<file path="src/rtl/div_ctrl.sv">
// Execute-stage sequencer for the iterative 32-bit divider: issue, operand hold, capture, flush abort.
// Optional DIV_FAST_PATH_EN: divisors 0 and 1 are resolved in IDLE without starting the divider.
module div_ctrl #(
  parameter int TAG_W        = 5,
  parameter int ABORT_CYCLES = 3
) (
  input  logic             clk,
  input  logic             rst,
  input  logic             ex_div_req_i,
  input  logic             ex_signed_i,
  input  logic             ex_rem_i,
  input  logic [31:0]      ex_opa_i,
  input  logic [31:0]      ex_opb_i,
  input  logic [TAG_W-1:0] ex_tag_i,
  input  logic             flush_i,
  input  logic             stall_i,
  output logic             stall_req_o,
  output logic             valid_o,
  output logic [31:0]      wdata_o,
  output logic [TAG_W-1:0] wtag_o,
  output logic             dbz_o,
  output logic             div_signed_o,
  output logic [31:0]      div_opdata1_o,
  output logic [31:0]      div_opdata2_o,
  output logic             div_start_o,
  output logic             div_annul_o,
  input  logic [63:0]      div_result_i,
  input  logic             div_ready_i
);

  localparam int CNT_W = (ABORT_CYCLES > 1) ? $clog2(ABORT_CYCLES) : 1;

  typedef enum logic [1:0] {IDLE, RUN, DONE, ABORT} state_t;

  state_t           state;
  logic             rem_sel;
  logic [CNT_W-1:0] abort_cnt;

  assign stall_req_o = ex_div_req_i & ~flush_i & (state != DONE);

  always_ff @(posedge clk) begin
    if (rst) begin
      state         <= IDLE;
      rem_sel       <= 1'b0;
      abort_cnt     <= '0;
      valid_o       <= 1'b0;
      wdata_o       <= '0;
      wtag_o        <= '0;
      dbz_o         <= 1'b0;
      div_signed_o  <= 1'b0;
      div_opdata1_o <= '0;
      div_opdata2_o <= '0;
      div_start_o   <= 1'b0;
      div_annul_o   <= 1'b0;
    end else begin
      case (state)
        IDLE: begin
          if (ex_div_req_i && !flush_i) begin
            rem_sel       <= ex_rem_i;
            wtag_o        <= ex_tag_i;
            dbz_o         <= (ex_opb_i == '0);
            div_signed_o  <= ex_signed_i;
            div_opdata1_o <= ex_opa_i;
            div_opdata2_o <= ex_opb_i;
`ifdef DIV_FAST_PATH_EN
            // Divisor 0 or 1: the answer is known without iterating.
            if (ex_opb_i[31:1] == '0) begin
              wdata_o <= (ex_opb_i[0] && !ex_rem_i) ? ex_opa_i : '0;
              valid_o <= 1'b1;
              state   <= DONE;
            end else begin
              div_start_o <= 1'b1;
              state       <= RUN;
            end
`else
            div_start_o <= 1'b1;
            state       <= RUN;
`endif
          end
        end
        RUN: begin
          // Flush wins over a simultaneous ready: the result belongs to a killed instruction.
          if (flush_i) begin
            div_start_o <= 1'b0;
            div_annul_o <= 1'b1;
            abort_cnt   <= CNT_W'(ABORT_CYCLES - 1);
            state       <= ABORT;
          end else if (div_ready_i) begin
            wdata_o     <= rem_sel ? div_result_i[63:32] : div_result_i[31:0];
            div_start_o <= 1'b0;
            valid_o     <= 1'b1;
            state       <= DONE;
          end
        end
        DONE: begin
          if (flush_i || !stall_i) begin
            valid_o <= 1'b0;
            state   <= IDLE;
          end
        end
        ABORT: begin
          if (abort_cnt == '0) begin
            div_annul_o <= 1'b0;
            state       <= IDLE;
          end else begin
            abort_cnt <= abort_cnt - 1'b1;
          end
        end
        default: state <= IDLE;
      endcase
    end
  end

endmodule

</file>
<file path="config.mk">
export PLATFORM = sky130hd
export DESIGN_NAME = div_ctrl
export DESIGN_NICKNAME = d
export VERILOG_FILES = /design/src/rtl/div_ctrl.sv
export SDC_FILE = /design/constraint.sdc
export NUM_CORES = 1
export LEC_CHECK = 0
export BUFFER_PORTS_ARGS = -buffer_cell sky130_fd_sc_hd__buf_2
export CAP_MARGIN = 20
export CORE_MARGIN = 1
export CORE_UTILIZATION = 49
export CTS_BUF_LIST = sky130_fd_sc_hd__clkbuf_8
export DETAILED_ROUTE_END_ITERATION = 10
export PLACE_DENSITY = 0.88
export RECOVER_POWER = 100
export SLEW_MARGIN = 20
export SYNTH_ARGS = -nofsm -noshare
export SYNTH_HDL_FRONTEND = slang
export SYNTH_SLANG_ARGS = --single-unit
</file>
<file path="constraint.sdc">
create_clock -name clk -period 3.8 [get_ports clk]
set_clock_uncertainty 0.1 [all_clocks]
set_input_delay 0.57 -clock clk [delete_from_list [all_inputs] [get_ports clk]]
set_output_delay 0.57 -clock clk [all_outputs]
set_load 0.005 [all_outputs]
</file>
==> results.cfg <==
[yosys]
seq_area_frac_synth = 0.509
synthCells = 512
syn_nets = 654
async_flop_share = 0
yosysTopAreaCell = dfxtp_1
synth-seq-cells = 111
synth_cell_types = 30
syn_area_sq_um = 4370
synth_top_area_share = 0.509
synth_flop_cell = dfxtp_1
syn_avg_cell_area_sq_um = 8.53
synth_edf_count = 0
ys_warn_count = 0
netlist_top_cells_area = dfxtp_1, nand2_1, a21oi_1

[route]
viasPerCell = 5.09
finalWirelength_microns = 11100
vias = 4277
drc_errors = 0
antenna_left = 0
drt_iter0_markers = 148
drt_first_pass_iters = 5
wl_per_cell_microns = 13.2

[timing]
maxSlewViolCount = 113
setup_viol = 0
tns_ns = 0
fin_crit_ns = 2.58
finalHoldViolCount = 0
tightest_slew_ns = 2.16
timing.fmax_mhz = 387
timing.final.ws_setup_ns = 1.22
rsz0062_at_grt = false
max_slew_margin = -0.443
min_period_over_period = 0.680

[setup_path]
crit_arrival_ns = 2.76
path_class = primary input to flop
max_stage_delay_ns = 1.03
slowest_stage = clkbuf_2
cp_max_fo = 112
cp-end-kind = flop
startpoint_type = primary input
crit_chain = clkbuf_2, nor4_1, nand4_1, o31ai_1
cp.required_ns = 3.98

[layout]
fill_cells = 799
final_nets = 871
final_cells = 841
diodes = 0
syn2layout_area_growth_pct = 27.4
final_area_sq_um = 5570
regArea_sq_um = 2220
multiInputGateArea_sq_um = 1890
drive_gt1_frac = 0.259

[clocking]
root_buffer = clkbuf_8
postCtsHoldBufs = 0
cts_tree = built
cts_resized = 0
htree_levels = 3
cts_setup_buffers = 0
path_clk_slew_ns = 0.11
cts.sinks = 111
cts_buffers = 9
clockBufferDepth = 2
insertion_delay_ns = 0.35

[run_status]
failed_checks = max-capacitance violations, max-slew violations
outcome = complete, but fails checks

[place]
placed_area_sq_um = 5500
pre_cts_ws_ns = 1.39
dp.cells = 826
hpwl_microns = 8200
place.gp.congestion = 0.796
port_buffers = 247

[global_route]
grt_max_degree = 113
first_global_vias = 3674
grt-ovfl-total = 0
antenna_found_initial = 0
grt_use_total = 0.220
grt_pass1_wl_microns = 15900

[pwr]
p_sw_frac = 0.264
p_comb_frac = 0.135
finalPower_mw = 2.16
peakVddDrop_uv = 212
p_leak_nw = 2.21
p_int_mw = 1.59
clkPwrFrac = 0.284
power.density_nw_per_um2 = 388
p_seq_frac = 0.581
p_sw_uw = 570

[floorplanning]
die_h_microns = 96.4
start_util = 0.503
die_w_microns = 96.4
core_area_sq_um = 8680
num_rows = 34
ios = 248
die_area_sq_um = 9290

[job]
maxCapViolCount = 1

[min_path]
hold_class = primary input to flop
## final timing paths
path                  endpoint               from  cells past startpoint  slack [ns]
max                      dbz_o                rst                      4        1.22
min           div_opdata1_o[7]        ex_opa_i[7]                      3        0.33
max reg2reg              dbz_o           state[0]                      4        1.84
min reg2reg  div_opdata1_o[13]  div_opdata1_o[13]                      2        0.36
## cell usage in the layout, fill, tap and decap left out, types with 2 or more instances in the layout
| cell | instances |
|---|---|
| buf_2 | 169 |
| nand2_1 | 146 |
| dfxtp_1 | 110 |
| a21oi_1 | 75 |
| clkbuf_1 | 75 |
| nor2_1 | 37 |
| a211oi_1 | 33 |
| mux2i_1 | 32 |
| clkbuf_8 | 9 |
| nor4_1 | 7 |
| inv_1 | 4 |
| nor2b_1 | 3 |
| nor3b_1 | 3 |
| o21ai_0 | 3 |
| o211ai_1 | 2 |
| nand4_1 | 2 |
| clkinv_2 | 2 |
| buf_1 | 2 |
## sequential cells by signal, indices dropped and copies added, names as in the netlist
register and count:
div_opdata1_o 32, div_start_o 1, abort_cnt 2, div_opdata2_o 32, wdata_o 32, rem_sel 1
state 2, valid_o 1, div_annul_o 1, dbz_o 1, div_signed_o 1, wtag_o 5
## power by group through the flow
stage / Sequential, mW / Clock, mW / Combinational [mW]
after floorplan: 1.27 / 0 / 0.165
after detailed placement: 1.28 / 0 / 0.301
after global placement: 1.28 / 0 / 0.290
after global routing: 1.26 / 0.680 / 0.326
final: 1.25 / 0.613 / 0.290
after CTS: 1.25 / 0.629 / 0.302
## layout make-up
cell class / count / area share
clock buffer: 9 / 0.0223
clock inverter: 6 / 0.00697
inverter: 3 / 0.00202
multi-input combinational: 356 / 0.339
sequential: 111 / 0.400
tap: 108 / 0.0243
timing repair buffer: 248 / 0.206
## cell families (layout without fill, tap and decap cells)
family | count (synthesis) | after routing | synth area share
AND/OR/NAND/NOR | 206 | 206 | 0.196
AO/OA/AOI/OAI | 117 | 117 | 0.157
flip-flops | 111 | 111 | 0.509
buffers and inverters | 45 | 266 | 0.0616
multiplexers | 32 | 32 | 0.0734
adder cells (fa/ha/maj) | 1 | 1 | 0.00286
## layer usage
metal	wire length, microns	global-route usage
met1	4320	0.233
met2	5810	0.420
met5	0	0
met3	780	0.0415
met4	231	0.100
## stage by stage
| step | utilization | hold slack, ns |
|---|---|---|
| floorplan | - | 0.353 |
| global placement | 0.634 | 0.338 |
| detailed placement | 0.634 | 0.343 |
| CTS | 0.652 | 0.315 |
| global route | 0.641 | 0.329 |
| finish | 0.641 | 0.329 |
## synthesized netlist by cell type, types with 2 or more instances
master / number
a211oi_1: 33
a21oi_1: 75
buf_2: 17
buf_4: 3
buf_6: 9
clkbuf_1: 13
dfxtp_1: 111
inv_1: 3
mux2i_1: 32
nand2_1: 146
nand4_1: 2
nor2_1: 37
nor2b_1: 3
nor3b_1: 3
nor4_1: 7
o211ai_1: 2
o21ai_0: 3
## critical path: cells and delay by family
family,cells,cell delay [ns]
buf+inv,1,1.03
simple gates,2,0.87
compound gates,1,0.27
Note: power is estimated with default switching activity, not from simulation.
